**src/rtl/c432_ipff.sv**
```systemverilog
// 27-request, 9-channel priority interrupt controller (c432 function) with registered inputs.
// Define C432_OUTREG_EN to also register the seven outputs (latency 2 clk instead of 1).
module c432_ipff (
  input  logic clk,
  input  logic reset_n,
  input  logic PCN1,
  input  logic PCN4,
  input  logic PCN8,
  input  logic PCN11,
  input  logic PCN14,
  input  logic PCN17,
  input  logic PCN21,
  input  logic PCN24,
  input  logic PCN27,
  input  logic PCN30,
  input  logic PCN34,
  input  logic PCN37,
  input  logic PCN40,
  input  logic PCN43,
  input  logic PCN47,
  input  logic PCN50,
  input  logic PCN53,
  input  logic PCN56,
  input  logic PCN60,
  input  logic PCN63,
  input  logic PCN66,
  input  logic PCN69,
  input  logic PCN73,
  input  logic PCN76,
  input  logic PCN79,
  input  logic PCN82,
  input  logic PCN86,
  input  logic PCN89,
  input  logic PCN92,
  input  logic PCN95,
  input  logic PCN99,
  input  logic PCN102,
  input  logic PCN105,
  input  logic PCN108,
  input  logic PCN112,
  input  logic PCN115,
  output logic Qout_PCN_223,
  output logic Qout_PCN_329,
  output logic Qout_PCN_370,
  output logic Qout_PCN_421,
  output logic Qout_PCN_430,
  output logic Qout_PCN_431,
  output logic Qout_PCN_432
);

  logic [35:0] raw_in;
  logic [35:0] in_reg;
  logic [8:0]  en;
  logic [8:0]  req_a;
  logic [8:0]  req_b;
  logic [8:0]  req_c;
  logic        pa;
  logic        pb;
  logic        pc;
  logic [8:0]  win;
  logic [3:0]  chan;

  // Bit 4*i+k holds E/A/B/C (k=0..3) of channel i.
  assign raw_in = {PCN115, PCN112, PCN108, PCN105, PCN102, PCN99,  PCN95,  PCN92,  PCN89,
                   PCN86,  PCN82,  PCN79,  PCN76,  PCN73,  PCN69,  PCN66,  PCN63,  PCN60,
                   PCN56,  PCN53,  PCN50,  PCN47,  PCN43,  PCN40,  PCN37,  PCN34,  PCN30,
                   PCN27,  PCN24,  PCN21,  PCN17,  PCN14,  PCN11,  PCN8,   PCN4,   PCN1};

  always_ff @(posedge clk or negedge reset_n) begin
    if (!reset_n) begin
      in_reg <= '0;
    end else begin
      in_reg <= raw_in;
    end
  end

  generate
    for (genvar gi = 0; gi < 9; gi++) begin : g_chan
      assign en[gi]    = in_reg[4*gi];
      assign req_a[gi] = in_reg[4*gi+1] & en[gi];
      assign req_b[gi] = in_reg[4*gi+2] & en[gi];
      assign req_c[gi] = in_reg[4*gi+3] & en[gi];
    end
  endgenerate

  always_comb begin
    pa  = |req_a;
    pb  = ~pa & (|req_b);
    pc  = ~pa & ~pb & (|req_c);
    win = pa ? req_a : (pb ? req_b : req_c);
    // Scan downward so the lowest set index is the last one written.
    chan = 4'hF;
    for (int i = 8; i >= 0; i--) begin
      if (win[i]) chan = 4'(i);
    end
  end

`ifdef C432_OUTREG_EN
  always_ff @(posedge clk or negedge reset_n) begin
    if (!reset_n) begin
      Qout_PCN_223 <= 1'b0;
      Qout_PCN_329 <= 1'b0;
      Qout_PCN_370 <= 1'b0;
      {Qout_PCN_421, Qout_PCN_430, Qout_PCN_431, Qout_PCN_432} <= 4'hF;
    end else begin
      Qout_PCN_223 <= pa;
      Qout_PCN_329 <= pb;
      Qout_PCN_370 <= pc;
      {Qout_PCN_421, Qout_PCN_430, Qout_PCN_431, Qout_PCN_432} <= chan;
    end
  end
`else
  assign Qout_PCN_223 = pa;
  assign Qout_PCN_329 = pb;
  assign Qout_PCN_370 = pc;
  assign {Qout_PCN_421, Qout_PCN_430, Qout_PCN_431, Qout_PCN_432} = chan;
`endif

endmodule

```
**config.mk**
```make
export PLATFORM = sky130hd
export DESIGN_NAME = c432_ipff
export DESIGN_NICKNAME = d
export VERILOG_FILES = /design/src/rtl/c432_ipff.sv
export SDC_FILE = /design/constraint.sdc
export NUM_CORES = 1
export LEC_CHECK = 0
export BUFFER_PORTS_ARGS = -buffer_cell sky130_fd_sc_hd__buf_2
export CORE_ASPECT_RATIO = 1.5
export CORE_MARGIN = 2
export CORE_UTILIZATION = 40
export DETAILED_ROUTE_END_ITERATION = 7
export GPL_TIMING_DRIVEN = 0
export PLACE_DENSITY = 0.71
export SLEW_MARGIN = 20
export SYNTH_ARGS = -nofsm -noshare
export SYNTH_HDL_FRONTEND = slang
export SYNTH_SLANG_ARGS = --single-unit
export TNS_END_PERCENT = 50
```
**constraint.sdc**
```tcl
create_clock -name clk -period 2.42 [get_ports clk]
set_input_delay 0.484 -clock clk [delete_from_list [all_inputs] [get_ports clk]]
set_output_delay 0.484 -clock clk [all_outputs]
set_load 0.005 [all_outputs]
```
Yosys cells after proc, flatten, opt, wreduce, memory -nomap -nowiden:

Index checks and enable logic that the tools add are counted.
Widths: inputs -> output; s select.

* flip-flop bits (word level): 36
* input bits: 38
* output and inout bits: 7
* logic and storage cells: 47

* muxes and demuxes: 11
* bitwise logic cells: 32
* reduce and logical (&&, ||, !) cells: 3

Operator list (number)
* $mux 4: 8
* $and 1x1->1: 30
* $reduce_or 9->1: 3
* $mux 9: 2
* $mux 3: 1
* $not 1->1: 2

Logic depth before layout (Yosys ltp):

* depth after elaboration: 15
* depth in mapped cells: 9

Least setup slack after synthesis:

OpenSTA, ideal clock, no wires.

* path kind: register to output
* start point: register in_reg[4]
* end point: output Qout_PCN_421
* arrival: 1987 ps
* slack: -51 ps
* cell stages (with the launch flop): 8
* buffers on the path: 0
* cell sequence: dfrtp_1 -> a22oi_1 -> nand2_2 -> nor3_4 -> mux2i_1 -> a2bb2oi_1 -> nand4_1 -> nor4b_1

* longest elaborated chain between the ends: 14

Ends and longest elaborated chain
* start: declaration: RTL line 52 `logic [35:0] in_reg;`
* start signal: assignment: RTL line 73 `in_reg <= raw_in;`
* $and 1x1->1: RTL line 80 `assign req_a[gi] = in_reg[4*gi+1] & en[gi];`
* $reduce_or 9->1: RTL line 87 `pa = |req_a;`
* $not 1->1: RTL line 88 `pb = ~pa & (|req_b);`
* $and 1x1->1: RTL line 88
* $mux 9: RTL line 90 `win = pa ? req_a : (pb ? req_b : req_c);`
* $mux 9 *: RTL line 90
* $mux 4 (7 in a row): RTL line 94 `if (win[i]) chan = 4'(i);`
* $mux 4 *: RTL line 94
* end: declaration: RTL line 45 `output logic Qout_PCN_421,`

Mark *: on every way between the ends. The rest lies on a longest branch, timed or not.

Final worst setup path:

* start point: register in_reg[4]
* end point: output Qout_PCN_432

* longest elaborated chain between the ends: 15

Ends and longest elaborated chain
* $and 1x1->1: RTL line 80
* $reduce_or 9->1: RTL line 87
* $not 1->1: RTL line 88
* $and 1x1->1: RTL line 88
* $mux 9: RTL line 90
* $mux 9 *: RTL line 90
* $mux 3: RTL line 94
* $mux 4 (7 in a row): RTL line 94
* $mux 4 *: RTL line 94
* end: declaration: RTL line 48 `output logic Qout_PCN_432`

Marked as above.

==> results.md <==
- The flow ran to the end, but the final reports show violations.
- The checks that failed: negative setup slack.
- The type of the worst setup path is register to output pin.
- The maximum root-to-sink buffer count is 2.
- The count of inserted antenna diode cells is 0.
- The leakage dissipation is slightly above 0.0009 uW.
- The number of different library cells in the post-synthesis netlist is 40.
- In the global route stage, overall resource usage came out at 0.182.
- Leaving out filler cells and counting taps, the final layout contains around 220.
- Setup violations remaining at the end of the flow were counted as 5.
- The net count of the finished layout is 220.
- Traced cell by cell, the critical path runs through a222oi_1, and3_1, and2_1, buf_6, o21ai_2, o221a_1, o311a_1, o22ai_2, buf_2.
- The share of the clock period used by the worst path after layout is 1.20.
- The average detailed-routed wire length per instance is about 15 um.
- The initial DRC count is 55.
- The total overflow left after global routing is 0.
- The sum of net half-perimeters after detailed placement is ~2500 um.
- The largest single stage delay on the critical path is approximately 410 ps.
- Headroom to the max-slew limit came out at 0.513.
- Synthesis handed over a netlist of approximately 110 instances.
- The count of final max-slew check failures is 0.
- Synthesis inferred 36 register bits.
- Across all hold checks on the routed design, the worst slack comes to around 250 ps.
- After detailed routing, the number of remaining DRC violations is 0.
- In this design, the largest share of critical-path delay is due to compound AO/OA/AOI/OAI gates.
- The quantity of I/O buffers inserted on ports is 44.
- Max-cap violations in this run came to 0.
- The maximum net fanout on the critical path is 6.
- The worst setup timing slack at the placement stage is -476 ps.
- The total wire length after detailed routing is 3360 um.
- After synthesis the cells add up to approximately 0.0014 mm^2.
- The average via count per standard cell is 5.40.
- Clock tree synthesis inserted a total of 5 buffers.
- The path class of the tightest hold or removal check is input pin to asynchronous set/reset pin.
- Compared with the post-synthesis result, the final layout area differs by 40.5%.
- The global-route wire length before repair is ~5400 um.
- In this run the number of H-tree levels came out at 2.
- The synthesized net count is 150.
- The launching element type of the critical path is a register.
- CTS saw 36 sinks.
- The number of antenna violations at the first check in global routing is 0.
- The worst voltage drop across the vdd grid is around 640 uV.
- The root buffer cell is sky130_fd_sc_hd__clkbuf_8.
- The die is between 50 and 60 um wide.
- The critical path contains buffers and inverters numbering 2 combined.
- TritonCTS built the clock tree.
- The weighted congestion reported at the end of routability-driven placement is about 0.9.
- At the pin with the least slew margin, the transition time is around 730 ps.
- The final antenna-violating net count is 0.
- The largest net degree at the start of global routing is 37.
- The mean area per synthesized cell is 12.8 um^2.
- Power spread over the standard cell area amounts to 613 mW/mm^2.
- The post-synthesis sequential area ratio is 0.628.
- The number of cells in the design after placement is slightly below 200.
- The yosys synthesis warning count is 0.
- STA classifies the critical path endpoint as an output pin.
- The via count of the first global-routing pass came to between 1,000 and 1,500.
- The detailed router placed ~1,200 vias in this run.
- The clock-pin transition on the worst setup and hold timing paths is around 70 ps.
- The area of the die is approximately 0.0041 mm^2.
- The register with the most flip-flops in the layout has 36 of them.
- Counting I/O delays and the setup requirement, the final critical path takes 2910 ps.
- The row count is 26.
- The effective utilization at floorplan is 0.420.
- The top-level I/O count is 45.
- The final count of hold timing violations came to 0.
- The placeable core region is approximately 0.0034 mm^2.
- The length of the first detailed-routing pass in iterations is 4.
- The summed negative setup slack over all endpoints is -1940 ps.
- The slowest stage of the critical path belongs to the cell sky130_fd_sc_hd__dfrtp_1.
- Static timing analysis puts the maximum clock frequency at about 0.34 GHz.
- The data arrival time of the critical path is roughly 2400 ps.
- The data required time of the critical path is approximately 1900 ps.
- Setup repair after global routing could not meet its margin everywhere.
- The worst-case setup margin in the final layout is -492 ps.
- The ratio of cells with drive above 1 in the final layout is 0.538.
- In this run the vertical extent of the chip is roughly 77 um.
==> synthesized netlist by cell type, drive strengths merged <==
| cell | instances | area share |
|---|---|---|
| dfrtp | 36 | 0.63 |
| a21oi | 8 | 0.028 |
| a22oi | 8 | 0.049 |
| nand2 | 7 | 0.022 |
| o21ai | 5 | 0.020 |
| and2 | 4 | 0.017 |
| nand4 | 4 | 0.017 |
| nor2 | 4 | 0.010 |
| o31ai | 4 | 0.021 |
| a31oi | 3 | 0.013 |
| a211oi | 2 | 0.014 |
| a222oi | 2 | 0.014 |
| buf | 2 | 0.0087 |
| nand2b | 2 | 0.0087 |
| o31a | 2 | 0.012 |
| a211o | 1 | 0.0061 |
| a221oi | 1 | 0.0061 |
| a22o | 1 | 0.0061 |
| a2bb2oi | 1 | 0.0061 |
| a31o | 1 | 0.0061 |
| a41oi | 1 | 0.0061 |
| and3 | 1 | 0.0044 |
| clkinv | 1 | 0.0035 |
| inv | 1 | 0.0026 |
| mux2i | 1 | 0.0070 |
| nand3b | 1 | 0.0052 |
| nor2b | 1 | 0.0044 |
| nor3 | 1 | 0.011 |
| nor4b | 1 | 0.0061 |
| o21a | 1 | 0.0052 |
| o221a | 1 | 0.0079 |
| o221ai | 1 | 0.0061 |
| o22ai | 1 | 0.0087 |
| o311a | 1 | 0.0070 |
==> layout make-up <==
type,instances,area (um^2)
Inverter,2,10.0
Clock buffer,6,72.6
Tap cell,42,52.6
Fill cell,304,1400
Buffer,2,16.3
Clock inverter,1,5.00
Timing Repair Buffer,63,367
Multi-Input combinational cell,72,587
Sequential cell,36,905
==> power breakdown <==
group          switching, uW  total, uW  internal (uW)
sequential              29.3        663            634
combinational           90.6        191            101
clock                    186        381            195
==> metal layers <==
layer / GRT usage / share of wire
met5: 0 / 0
met4: 0.0923 / 0.031
met3: 0.0462 / 0.056
met2: 0.313 / 0.56
met1: 0.200 / 0.35
==> cells by family (layout without fill, tap and decap cells) <==
| kind of cell | count (synthesis) | after routing | synth area share |
|---|---|---|---|
| buf+inv | 4 | 74 | 0.0148 |
| simple gates | 26 | 26 | 0.107 |
| flops | 36 | 36 | 0.628 |
| compound gates | 45 | 45 | 0.243 |
| mux | 1 | 1 | 0.00698 |
==> path summary, 6_finish.rpt <==
| kind | cells past startpoint | startpoint | to |
|---|---|---|---|
| min in group clk | 1 | PCN73 | in_reg[22] |
| setup / recovery | 9 | in_reg[4] | Qout_PCN_432 |
| hold / removal | 1 | reset_n | in_reg[20] |
| max in group asynchronous | 1 | reset_n | in_reg[0] |
==> through the flow <==
stage,power (uW),instance area (um^2),util
after floorplan,744,1440,-
after global placement,810,1710,0.501
after detailed placement,816,1710,0.501
after CTS,1220,1900,0.556
after global routing,1300,2010,0.590
final,1230,2010,0.590
==> placed cells by master, fill, tap and decap left out, types with 2 or more instances in the layout <==
cell,n
sky130_fd_sc_hd__a211oi_2,2
sky130_fd_sc_hd__dfrtp_2,3
sky130_fd_sc_hd__o21ai_2,2
sky130_fd_sc_hd__a21oi_1,3
sky130_fd_sc_hd__o31ai_1,4
sky130_fd_sc_hd__a31oi_1,3
sky130_fd_sc_hd__a22oi_2,4
sky130_fd_sc_hd__buf_2,45
sky130_fd_sc_hd__nand2_1,5
sky130_fd_sc_hd__a222oi_1,2
sky130_fd_sc_hd__o31a_1,2
sky130_fd_sc_hd__dfrtp_1,33
sky130_fd_sc_hd__a21oi_2,5
sky130_fd_sc_hd__o21ai_1,2
sky130_fd_sc_hd__a22oi_1,4
sky130_fd_sc_hd__and2_1,4
sky130_fd_sc_hd__nand4_1,4
sky130_fd_sc_hd__nand2_2,2
sky130_fd_sc_hd__clkbuf_8,5
sky130_fd_sc_hd__buf_4,18
sky130_fd_sc_hd__buf_6,2
sky130_fd_sc_hd__nor2_1,3
==> timing repair <==
| action | in CTS | in global routing |
|---|---|---|
| pin swaps | 10 | 9 |
| hold buffers | 0 | 0 |
| setup endpoints to repair | 6 | 6 |
| endpoints found under the hold margin | 0 | 0 |
| resized for setup | 7 | 14 |
| setup buffers | 10 | 9 |
No activity file was read; power rests on OpenSTA's default activity.
